**config.mk**
```make
export PLATFORM = sky130hd
export DESIGN_NAME = detector_readout
export DESIGN_NICKNAME = d
export VERILOG_FILES = /design/src/rtl/detector_readout.sv
export SDC_FILE = /design/constraint.sdc
export NUM_CORES = 1
export LEC_CHECK = 0
export BUFFER_PORTS_ARGS = -buffer_cell sky130_fd_sc_hd__buf_2
export CAP_MARGIN = 20
export CORE_ASPECT_RATIO = 1.5
export CORE_MARGIN = 2
export CORE_UTILIZATION = 56
export DETAILED_ROUTE_END_ITERATION = 12
export PLACE_DENSITY = 0.8
export SLEW_MARGIN = 25
export SYNTH_ARGS = -nofsm -noshare
export SYNTH_HDL_FRONTEND = slang
export SYNTH_SLANG_ARGS = --single-unit
```
**constraint.sdc**
```tcl
create_clock -name clk -period 3.35 [get_ports clk]
set_input_delay 0.67 -clock clk [delete_from_list [all_inputs] [get_ports clk]]
set_output_delay 0.67 -clock clk [all_outputs]
set_load 0.02 [all_outputs]
```
**src/rtl/detector_readout.sv**
```systemverilog
// Readout stage behind the terminal detector: waits a settle time after start,
// averages 2^AVG_LOG2 samples, compares against a threshold and offers the result.
module detector_readout #(
    parameter int DATA_W     = 12,
    parameter int AVG_LOG2   = 3,
    parameter int SETTLE_CYC = 4
) (
    input  logic              clk,
    input  logic              rst_n,
    input  logic              start,
    input  logic              abort,
    input  logic              sample_valid,
    input  logic [DATA_W-1:0] sample_data,
    input  logic [DATA_W-1:0] thresh,
    output logic              busy,
    output logic              result_valid,
    input  logic              result_ready,
    output logic [DATA_W-1:0] result_data,
    output logic              result_hit,
    output logic              overrun
);

    localparam int ACC_W = DATA_W + AVG_LOG2;
    localparam int CNT_W = AVG_LOG2 + 1;
    localparam int SET_W = (SETTLE_CYC < 2) ? 1 : $clog2(SETTLE_CYC + 1);

    localparam logic [CNT_W-1:0] LAST_IDX    = CNT_W'((1 << AVG_LOG2) - 1);
    localparam logic [SET_W-1:0] SETTLE_LOAD = SET_W'(SETTLE_CYC);
    localparam logic [SET_W-1:0] SETTLE_ONE  = SET_W'(1);

    typedef enum logic [1:0] {
        IDLE,
        SETTLE,
        ACQUIRE,
        REPORT
    } state_t;

    state_t            state;
    state_t            state_next;
    logic [SET_W-1:0]  settle_cnt;
    logic [ACC_W-1:0]  acc;
    logic [CNT_W-1:0]  sample_cnt;
    logic [ACC_W-1:0]  acc_sum;
    logic [DATA_W-1:0] avg;
    logic              last_sample;
    logic              take_sample;
    logic              settle_load;
    logic              clear_acc;
    logic              drop_sample;

    // The accumulator is sized for N full-scale samples, so this sum cannot wrap.
    assign acc_sum     = acc + ACC_W'(sample_data);
    assign avg         = acc_sum[AVG_LOG2 +: DATA_W];
    assign last_sample = (sample_cnt == LAST_IDX);
    assign drop_sample = !abort && (state == REPORT) && sample_valid;

    // NOTE: every signal driven here gets a default first, so no path leaves one
    // unassigned and no latch is inferred.
    always_comb begin
        state_next  = state;
        settle_load = 1'b0;
        clear_acc   = 1'b0;
        take_sample = 1'b0;
        if (abort) begin
            state_next = IDLE;
            clear_acc  = 1'b1;
        end else begin
            case (state)
                IDLE: begin
                    clear_acc = 1'b1;
                    if (start) begin
                        if (SETTLE_CYC == 0) begin
                            state_next = ACQUIRE;
                        end else begin
                            state_next  = SETTLE;
                            settle_load = 1'b1;
                        end
                    end
                end
                SETTLE: begin
                    if (settle_cnt <= SETTLE_ONE) begin
                        state_next = ACQUIRE;
                    end
                end
                ACQUIRE: begin
                    if (sample_valid) begin
                        take_sample = 1'b1;
                        if (last_sample) begin
                            state_next = REPORT;
                        end
                    end
                end
                REPORT: begin
                    if (result_ready) begin
                        state_next = IDLE;
                    end
                end
                default: state_next = IDLE;
            endcase
        end
    end

    // busy and result_valid are flopped from the next state so every output
    // leaves a register.
    // NOTE: sequential state uses non-blocking assignments so all flops update
    // together from the values present before the edge.
    always_ff @(posedge clk or negedge rst_n) begin
        if (!rst_n) begin
            state        <= IDLE;
            busy         <= 1'b0;
            result_valid <= 1'b0;
        end else begin
            state        <= state_next;
            busy         <= (state_next != IDLE);
            result_valid <= (state_next == REPORT);
        end
    end

    always_ff @(posedge clk or negedge rst_n) begin
        if (!rst_n) begin
            settle_cnt  <= '0;
            acc         <= '0;
            sample_cnt  <= '0;
            result_data <= '0;
            result_hit  <= 1'b0;
            overrun     <= 1'b0;
        end else begin
            overrun <= drop_sample;

            if (settle_load) begin
                settle_cnt <= SETTLE_LOAD;
            end else if (state == SETTLE && settle_cnt != '0) begin
                settle_cnt <= settle_cnt - 1'b1;
            end

            // Result registers are left untouched by abort; only a new run replaces them.
            if (clear_acc) begin
                acc        <= '0;
                sample_cnt <= '0;
            end else if (take_sample) begin
                acc        <= acc_sum;
                sample_cnt <= sample_cnt + 1'b1;
                if (last_sample) begin
                    result_data <= avg;
                    result_hit  <= (avg >= thresh);
                end
            end
        end
    end

endmodule

```
==> results of run 1 <==
-- repair_timing --
| action | CTS | global route |
|---|---|---|
| buffers inserted | 0 | 4 |
| gates resized for setup | 0 | 4 |
| setup endpoints to repair | 0 | 1 |
| hold endpoints to repair | 0 | 0 |
-- logic make-up after synthesis --
kind of cell / share of synthesized area [%]
buf+inv: 4.18
compound gates: 20.8
xor+xnor: 3.95
simple gates: 15.5
flops: 37.6
fa+ha+maj: 13.9
mux: 4.04
-- final cells by class --
type                            count  area [µm²]
Clock inverter                      1        7.51
Sequential cell                    40        1000
Inverter                           18        67.6
Timing Repair Buffer               64         370
Fill cell                         370        1370
Tap cell                           64        80.1
Multi-Input combinational cell    208        1560
Clock buffer                        7        86.3
-- worst min-delay path by stage --
stage                   start  slack [ns]  cells past startpoint              to
6_report                rst_n        0.34                      1          acc[4]
5_1_grt                 rst_n        0.38                      1  result_data[5]
4_1_cts                acc[2]        0.49                      2          acc[2]
3_5_place_dp           acc[2]        0.47                      2          acc[2]
3_3_place_gp   result_data[1]        0.46                      2  result_data[1]
2_1_floorplan           rst_n        0.37                      0          acc[0]
-- registers in the layout, indices dropped and copies added, names as in the netlist --
signal / count
result_hit: 1
sample_cnt: 4
result_data: 12
busy: 1
result_valid: 1
acc: 15
overrun: 1
state: 2
settle_cnt: 3
-- stage by stage --
step | util (%) | worst slack (ns) | cell area, µm²
6_report | 69.9 | 0.126 | 3180
5_1_grt | 69.9 | -0.0192 | 3180
4_1_cts | 68.9 | 0.205 | 3130
3_5_place_dp | 66.8 | -0.108 | 3040
3_3_place_gp | 66.8 | -0.0370 | 3040
2_1_floorplan | - | 0.191 | 2660
-- cell usage in the layout, fill, tap and decap left out, types with 2 or more instances in the layout --
master / n
buf_2: 44
dfrtp_1: 40
ha_1: 28
nand2_1: 25
buf_4: 20
inv_1: 17
o21ai_0: 17
a21oi_1: 16
a21o_1: 14
nor2_1: 14
a22o_1: 10
nand3_1: 8
nor3_1: 7
xor2_1: 7
mux2_2: 6
clkbuf_8: 6
xnor2_1: 4
nand4_1: 4
a211oi_1: 3
nor2b_1: 3
o21a_1: 2
o21ai_1: 2
nand3b_1: 2
or3_1: 2
nor4b_1: 2
and3_1: 2
nand2b_1: 2
mux2_4: 2
-- where the power goes --
| part | switching, W | internal (W) |
|---|---|---|
| Sequential | 0.0000339 | 0.000509 |
| Combinational | 0.000154 | 0.000122 |
| Clock | 0.000181 | 0.000168 |
| Total | 0.000369 | 0.000798 |
-- layer usage --
layer	part of all wire [%]	up-vias	GRT usage [%]
li1	-	1108	-
met1	38	1113	28.1
met2	55	57	46.5
met3	3.1	23	4.97
met4	3.8	0	14.1
met5	0	-	0
==> results by group, run 1 <==
Status
  – Run status: completed

Synthesis
  – Syn Std Cell Area: 0.00266 mm²
  – Ys async rst share: 100%
  – Sequential fraction of the synthesis area: 37.6%
  – Cells after Synth: 276
  – Commonest cells post-synth: 40 x dfrtp_1, 28 x ha_1, 25 x nand2_1
  – Top FF cell, synth: dfrtp_1
  – Synth top area share: 37.6%
  – Yosys reg bits: 40
  – Netlist cell types: 52
  – YS warnings: 0
  – Area leader, netlist: dfrtp_1
  – Top cells by area, synth: dfrtp_1 38%, ha_1 13%, a21o_1 3.9%, nand2_1 3.5%, a22o_1 3.3%
  – Mapped Nets: about 340
  – EDFF count, synth: 0
  – Syn avg cell area: 9.64 µm²
  – Count leader, synth: dfrtp_1

Floorplan
  – Die Width: 60.3 µm
  – Die H: about 88 µm
  – Row count: 30
  – Starting density of the core: 58.6%
  – Core box area: about 0.0045 mm²
  – Die area: 0.00533 mm²
  – I/O pin cnt: 46

Power
  – Maximum VDD drop: 373 µV
  – Power Total: 0.00117 W
  – Cell leakage power: about 1.7 nW
  – Pwr dens: 368 mW/mm²

Place
  – Buffers added on ports: 45
  – Number of instances in the placed design: 390
  – Dpl hpwl: 4.70 mm
  – Gp weighted congestion: 0.906

Setup path
  – Cell family with most CP delay: compound AO/OA/AOI/OAI gates
  – Reg2reg start: acc[0]
  – Buffers and inverters on the worst path: 3
  – WP data required: between 3 and 4 ns
  – Flop-to-flop setup slack: 0.22 ns
  – Crit-path most repeated cell: a21oi_1
  – Worst Setup SP: sample_data[0]
  – Max incr delay on CP: 0.34 ns
  – Worst r2r dst: result_hit
  – Worst setup SP type: input port
  – Ordered list of cells on the worst path: buf_2 -> ha_1 -> inv_2 -> fa_2 -> nor2b_4 -> o31a_1 -> o21a_4 -> buf_4 -> a21oi_1 -> xnor2_1 -> ha_1 -> a21o_1 -> a21o_1 -> a21oi_1 -> a21oi_1 -> o22a_1
  – Critical path peak fanout: 4
  – Crit. path cell count: 16
  – Capture point of the worst path: result_hit
  – Setup CP Type: input port to flip-flop
  – Critical-path top delay cell: o31a_1
  – CP arrival: 3.42 ns
  – Critical Path End Type: flip-flop
  – R2R cell count: 15

Finish
  – Layout Nets: ~400
  – Non-Filler Instances: between 400 and 500
  – Share of cells above drive strength 1: 27.2%
  – Diodes inserted: 0
  – Synth-to-Final Area Change: 19.3%

Clock tree
  – Root buf cell: clkbuf_8
  – CTS tree: built
  – CTS Hold Bufs: 0
  – CTS Sinks: 40
  – Clock Pin Slew Worst Setup and Hold Paths: 0.09 ns
  – Clk_lat worst skew: about 0.30 ns
  – H-tree depth: 2
  – CTS Buf Count: 5
  – CTS max path bufs: 2

Global route
  – Global-route usage over all layers: a little over a quarter
  – Largest net degree at the start of global routing: 41
  – First-pass GRT wire length: 10.4 mm
  – Initial antenna violation count: 0
  – Number of global-route vias before repair: between 2k and 2.5k
  – Total gr overflow: 0

STA
  – Worst rel slew slack: 61.5%
  – Setup TNS: 0 ns
  – Clk_skew: 0.0116 ns
  – Final hold viol count: 0
  – Slew Limit Fails: 0
  – Period minus WS final: 3.22 ns
  – Slew @ Worst Pin: 0.576 ns
  – Final worst path period share: a little over nine tenths
  – Maximum clock rate: 310 MHz
  – Finish-stage setup viols: 0
  – Min Hold Slack: between 0.3 and 0.4 ns

Detailed routing
  – Antenna-violating nets left: 0
  – Final wirelength: 6.32 mm
  – Drt via density: 5.72
  – Initial DRC count: 77
  – Via count: roughly 2.3k
  – Routed length per instance: 15.7 µm
  – DRC viols: 0
  – DRT Pass-1 Iters: 4

Hold path
  – Worst Hold Class: input port to asynchronous set/reset pin

Run
  – Max cap viols: 0
No activity file was read; power rests on OpenSTA's default activity.
==> run 2: changes to the inputs <==
BUFFER_PORTS_ARGS = unset   (was -buffer_cell sky130_fd_sc_hd__buf_2)
CORE_UTILIZATION = 64   (was 56)
DONT_BUFFER_PORTS = 1   (was unset)
==> run 2 against run 1 <==
  * Via count down 10%
  * First-iteration DRC count down 31%
  * Fmax increased by 2.9%
  * Core utilization increased by 2.5 points
  * Count of clock-buffer cells in the layout is 2 lower
  * Critical path depth is 2 lower
  * Critical path type is now flip-flop to flip-flop
  * Largest cell class unchanged
  * Largest power group unchanged
==> results by group, run 2 (same netlist as run 1, synthesis figures left out) <==
Finish
  – Layout Nets: 343 (-13%)
  – Most frequent cells in the layout: 40 x dfrtp_1, 28 x ha_1, 25 x nand2_1
  – Non-Filler Instances: 330 (-18%)
  – Diodes inserted: 0 (unchanged)
  – Share of cells above drive strength 1: 12.6% (-15 points)
  – Most common cell after layout, fill and taps aside: dfrtp_1
  – Top reg by flops: acc
  – Max FFs per register: 15 (unchanged)
  – Largest regs: acc x15, result_data x12, sample_cnt x4
  – Final core occ: 72.4% (+2.5 points)
  – Synth-to-Final Area Change: 7.76%
  – Post-route cell area: 0.00287 mm² (-9.7%)

Setup path
  – Setup CP Type: flip-flop to flip-flop
  – Critical Path End Type: flip-flop
  – Ordered list of cells on the worst path: ha_1 -> inv_1 -> fa_1 -> nor2b_4 -> o31a_1 -> o21a_4 -> a211oi_4 -> xnor2_1 -> ha_1 -> a21o_1 -> a21o_1 -> a21oi_1 -> nand2_1 -> o22a_1
  – Worst setup SP type: flip-flop
  – Max incr delay on CP: 0.39 ns (+0.05 ns)
  – Cell family with most CP delay: compound AO/OA/AOI/OAI gates
  – WP data required: 3.53 ns (-0.02 ns)
  – Critical path peak fanout: 4 (unchanged)
  – Critical-path top delay cell: dfrtp_1
  – CP arrival: 3.32 ns (-0.10 ns)
  – Buffers and inverters on the worst path: 1 (-2)
  – Flop-to-flop setup slack: 0.22 ns (about the same)

Clock tree
  – CTS tree: built
  – Post-CTS Setup Bufs: 0 (unchanged)
  – Root buf cell: clkbuf_8
  – CTS max path bufs: 2 (unchanged)
  – CTS Hold Bufs: 0 (unchanged)
  – CTS Sinks: 40 (unchanged)
  – CTS-repair resized insts: 0 (unchanged)
  – H-tree depth: 2 (unchanged)
  – Clk_lat worst skew: 0.30 ns (about the same)
  – CTS Buf Count: 5 (unchanged)
  – Clock Pin Slew Worst Setup and Hold Paths: 0.08 ns (about the same)

Place
  – Gp weighted congestion: 0.871 (-3.9%)
  – Buffers added on ports: 0 (-100%)
  – Number of instances in the placed design: 322 (-17%)
  – Dpl hpwl: 4.22 mm (-10%)
  – Area post-placement: 0.00276 mm² (-9.2%)

STA
  – Slew Limit Fails: 0 (unchanged)
  – Maximum clock rate: 319 MHz (+2.9%)
  – Period minus WS final: 3.13 ns (-0.0906 ns)
  – Final hold viol count: 0 (unchanged)
  – Worst rel slew slack: 59.8% (-1.8 points)
  – Clk_skew: 0.00280 ns (-0.00882 ns)
  – Setup TNS: 0 ns (unchanged)
  – RSZ-0062 raised after global routing: no
  – Finish-stage setup viols: 0 (unchanged)
  – Final worst path period share: 93.5% (-2.7 points)
  – Slew @ Worst Pin: 0.602 ns (+0.0263 ns)

Power
  – Power Total: 0.00117 W (+0.34%)
  – Sw power: 0.000340 W (-8.0%)
  – Maximum VDD drop: 423 µV (+14%)
  – Seq pwr share: 46.5% (about the same)
  – Sw frac: 29.0% (-2.6 points)
  – Clock power share: 33.8% (+3.9 points)
  – Cell leakage power: 1.46 nW (-14%)
  – Logic gate share of total power: 19.7% (-3.9 points)
  – Internal power component: 0.000832 W (+4.2%)
  – Pwr dens: 409 mW/mm² (+11%)

Global route
  – Total gr overflow: 0 (unchanged)
  – Number of global-route vias before repair: 2,062 (-11%)
  – Initial antenna violation count: 0 (unchanged)
  – First-pass GRT wire length: 9.34 mm (-10%)
  – Largest net degree at the start of global routing: 41 (unchanged)
  – Global-route usage over all layers: 25.2% (-0.89 points)

Floorplan
  – Row count: 28 (-6.7%)
  – Die Width: 56.7 µm (-6.0%)
  – I/O pin cnt: 46 (unchanged)
  – Die area: 0.00470 mm² (-12%)
  – Core box area: 0.00396 mm² (-13%)
  – Starting density of the core: 67.2% (+8.6 points)
  – Die H: 83.0 µm (-6.2%)

Hold path
  – Worst Hold Class: input port to asynchronous set/reset pin

Detailed routing
  – DRT Pass-1 Iters: 5 (+1)
  – Antenna-violating nets left: 0 (unchanged)
  – Drt via density: 6.27 (+9.5%)
  – Via count: 2,069 (-10%)
  – Final wirelength: 5.58 mm (-12%)
  – Initial DRC count: 53 (-31%)
  – Routed length per instance: 16.9 µm (+7.6%)
  – DRC viols: 0 (unchanged)

Status
  – Run status: completed

Run
  – Max cap viols: 0 (unchanged)
[run 2: changes by cell type in the layout (fill, tap and decap cells not counted), sizes merged]
cell | before | now
buf | 64 | 11
clkbuf | 7 | 5
bufinv | 0 | 1
clkinv | 0 | 1
[run 2: final timing paths]
check / startpoint / end / cells after the start
hold reg to reg: acc[3] / acc[3] / 2
hold / removal: rst_n / acc[7] / 0
setup / recovery: acc[0] / result_hit / 14
setup reg to reg: acc[0] / result_hit / 14
max in group asynchronous: rst_n / settle_cnt[0] / 0
min in group clk: abort / state[1] / 1
[run 2: stage by stage]
step	hold slack [ns]	setup slack [ns]
2_1_floorplan	0.374	0.191
3_3_place_gp	0.375	0.0571
3_5_place_dp	0.375	-0.0137
4_1_cts	0.0518	0.205
5_1_grt	0.0429	0.0139
6_report	0.0585	0.217
[run 2: final cells by class]
class	instances	area (µm²)
clock buffer	5	68.8
clock inverter	3	42.5
fill	290	1090
inverter	18	67.6
multi-input combinational	208	1550
sequential	40	1000
tap	45	56.3
timing repair buffer	11	82.6
[run 2: routing by layer]
metal	share of wire [%]	vias to the layer above	wire (µm)	track usage (%)
met1	38	990	2150	28.2
met4	2.8	0	157	8.66
met2	55	52	3070	46.5
li1	-	1012	-	-
met3	3.6	15	202	4.36
met5	0	-	0	0
[run 2: power groups by stage]
stage / Clock (W) / Sequential [W] / Combinational [W]
floorplan: 0 / 0.000538 / 0.000185
global placement: 0 / 0.000552 / 0.000223
detailed placement: 0 / 0.000553 / 0.000230
CTS: 0.000405 / 0.000544 / 0.000231
global route: 0.000426 / 0.000550 / 0.000259
finish: 0.000397 / 0.000544 / 0.000231
==> run 3: changes to the inputs <==
CORE_UTILIZATION = 43   (was 64)
PLACE_DENSITY = unset   (was 0.8)
==> run 3 against run 2 <==
  * Largest cell class unchanged
  * Final cell count rose by 7.9%
  * Fmax up 4.1%
  * Critical endpoint unchanged
  * Total power up 1.2%
  * Clock power grew 6.3%
  * Via count shrank 2.8%
  * Sequential power about the same
  * Register-to-register slack gained 0.12 ns
  * Hold slack got worse by 0.0081 ns
  * Critical path depth unchanged
  * Design area rose by 0.61%
  * Critical path type is now input port to flip-flop
  * Non-clock buffer count fell by 3
  * Routed wire length grew 7.8%
==> results by group, run 3 (same netlist as run 1, synthesis figures left out) <==
STA
  – Slew Limit Fails: 0 (unchanged)
  – Worst rel slew slack: 59.7% (-0.090 points)
  – Clk_skew: 0.0121 ns (+0.00933 ns)
  – RSZ-0062 raised after global routing: no
  – Setup TNS: 0 ns (unchanged)
  – Final hold viol count: 0 (unchanged)
  – Finish-stage setup viols: 0 (unchanged)
  – Final worst path period share: 89.8% (-3.7 points)
  – Min Hold Slack: 0.0504 ns (-0.00814 ns)
  – Slew @ Worst Pin: 0.603 ns (+0.000425 ns)
  – Maximum clock rate: 332 MHz (+4.1%)
  – Period minus WS final: 3.01 ns (-0.123 ns)

Clock tree
  – Root buf cell: clkbuf_8
  – CTS-repair resized insts: 0 (unchanged)
  – Post-CTS Setup Bufs: 0 (unchanged)
  – CTS Sinks: 40 (unchanged)
  – H-tree depth: 2 (unchanged)
  – Clk_lat worst skew: 0.30 ns (about the same)
  – CTS Hold Bufs: 0 (unchanged)
  – CTS tree: built
  – CTS Buf Count: 5 (unchanged)
  – CTS max path bufs: 2 (unchanged)
  – Clock Pin Slew Worst Setup and Hold Paths: 0.09 ns (about the same)

Finish
  – Filler Cell Count: 585 (+100%)
  – Max FFs per register: 15 (unchanged)
  – Share of cells above drive strength 1: 11.7% (-0.93 points)
  – Layout Nets: 340 (-0.87%)
  – Non-Filler Instances: 356 (+7.9%)
  – Reg area: 0.00100 mm² (unchanged)
  – Diodes inserted: 0 (unchanged)
  – Most common cell after layout, fill and taps aside: dfrtp_1
  – Footprint of the multi-input gates: 0.00155 mm² (unchanged)
  – Top reg by flops: acc
  – Largest regs: acc x15, result_data x12, sample_cnt x4
  – Most frequent cells in the layout: 40 x dfrtp_1, 28 x ha_1, 25 x nand2_1
  – Synth-to-Final Area Change: 8.42%

Power
  – Pwr dens: 411 mW/mm² (+0.54%)
  – Maximum VDD drop: 236 µV (-44%)
  – Cell leakage power: 1.45 nW (-0.99%)

Setup path
  – Worst setup SP type: input port
  – Reg2reg start: acc[0]
  – Capture point of the worst path: result_hit
  – Worst r2r dst: result_hit
  – CP arrival: 3.21 ns (-0.11 ns)
  – Critical Path End Type: flip-flop
  – R2R cell count: 14 (unchanged)
  – Setup CP Type: input port to flip-flop
  – Flop-to-flop setup slack: 0.34 ns (+0.12 ns)
  – Worst Setup SP: sample_data[0]
  – Critical path peak fanout: 4 (unchanged)
  – WP data required: 3.55 ns (+0.02 ns)

Floorplan
  – Die area: 0.00685 mm² (+46%)
  – Die Width: 68.2 µm (+20%)
  – Core box area: 0.00604 mm² (+53%)
  – I/O pin cnt: 46 (unchanged)
  – Die H: 100 µm (+21%)
  – Row count: 35 (+25%)
  – Starting density of the core: 44.0% (-23 points)

Place
  – Dpl hpwl: 4.52 mm (+7.0%)
  – Buffers added on ports: 0 (unchanged)
  – Gp weighted congestion: 0.855 (-1.8%)
  – Number of instances in the placed design: 348 (+8.1%)

Hold path
  – Worst Hold Class: input port to asynchronous set/reset pin

Detailed routing
  – DRC viols: 0 (unchanged)
  – Routed length per instance: 16.9 µm (about the same)
  – Antenna-violating nets left: 0 (unchanged)
  – Initial DRC count: 96 (+81%)
  – Drt via density: 5.65 (-9.9%)
  – Final wirelength: 6.02 mm (+7.8%)
  – DRT Pass-1 Iters: 4 (-1)
  – Via count: 2,012 (-2.8%)

Global route
  – Total gr overflow: 0 (unchanged)
  – Largest net degree at the start of global routing: 41 (unchanged)
  – Initial antenna violation count: 0 (unchanged)
  – Global-route usage over all layers: 19.8% (-5.4 points)
  – First-pass GRT wire length: 10.2 mm (+9.8%)
  – Number of global-route vias before repair: 2,084 (+1.1%)

Run
  – Max cap viols: 0 (unchanged)

Status
  – Run status: completed
[run 3: cell types whose count changed in the layout (fill, tap and decap cells not counted)]
cell / previous run / this run
buf_4: 11 / 8
clkinv_2: 1 / 0
inv_6: 0 / 1
[run 3: how the worst min path moves through the flow]
stage / to / slack [ns] / cells past startpoint
global placement: result_data[4] / 0.38 / 0
CTS: acc[5] / 0.04 / 0
detailed placement: result_data[4] / 0.38 / 0
finish: result_data[4] / 0.05 / 0
global route: overrun / 0.03 / 0
floorplan: acc[0] / 0.37 / 0
[run 3: cell type report]
cell class | instances | area share [%]
Clock inverter | 3 | 1.60
Multi-Input combinational cell | 208 | 53.7
Timing Repair Buffer | 8 | 2.08
Tap cell | 74 | 3.21
Inverter | 18 | 2.34
Sequential cell | 40 | 34.7
Clock buffer | 5 | 2.39
[run 3: per-stage QoR]
step / setup WS [ns] / util (%) / power (W) / area [µm²]
floorplan: 0.191 / - / 0.000722 / 2660
global placement: 0.0521 / 45.8 / 0.000771 / 2770
detailed placement: 0.0347 / 45.8 / 0.000774 / 2770
CTS: 0.337 / 47.7 / 0.00120 / 2890
global route: 0.106 / 47.7 / 0.00126 / 2890
finish: 0.340 / 47.7 / 0.00119 / 2890
[run 3: metal layers]
metal	GRT usage, %	wire, µm	vias to the layer above
met4	6.15	116	0
met2	35.3	3190	32
li1	-	-	1004
met5	0	0	-
met1	22.9	2480	967
met3	4.37	234	9
[run 3: critical path: stages]
cell,delay (ns)
ha_1,0.14
inv_1,0.05
fa_1,0.43
nor2b_4,0.13
o31a_1,0.21
o21a_4,0.20
a21oi_1,0.08
xnor2_1,0.25
ha_1,0.30
a21o_1,0.16
a21o_1,0.16
a21oi_1,0.14
a21oi_1,0.09
o22a_1,0.17
[run 3: power breakdown]
group / switching, W / internal [W] / total (W) / leakage [nW]
combinational: 0.000124 / 0.0000965 / 0.000221 / 0.842
clock: 0.000197 / 0.000225 / 0.000422 / 0.0548
sequential: 0.0000336 / 0.000509 / 0.000542 / 0.549
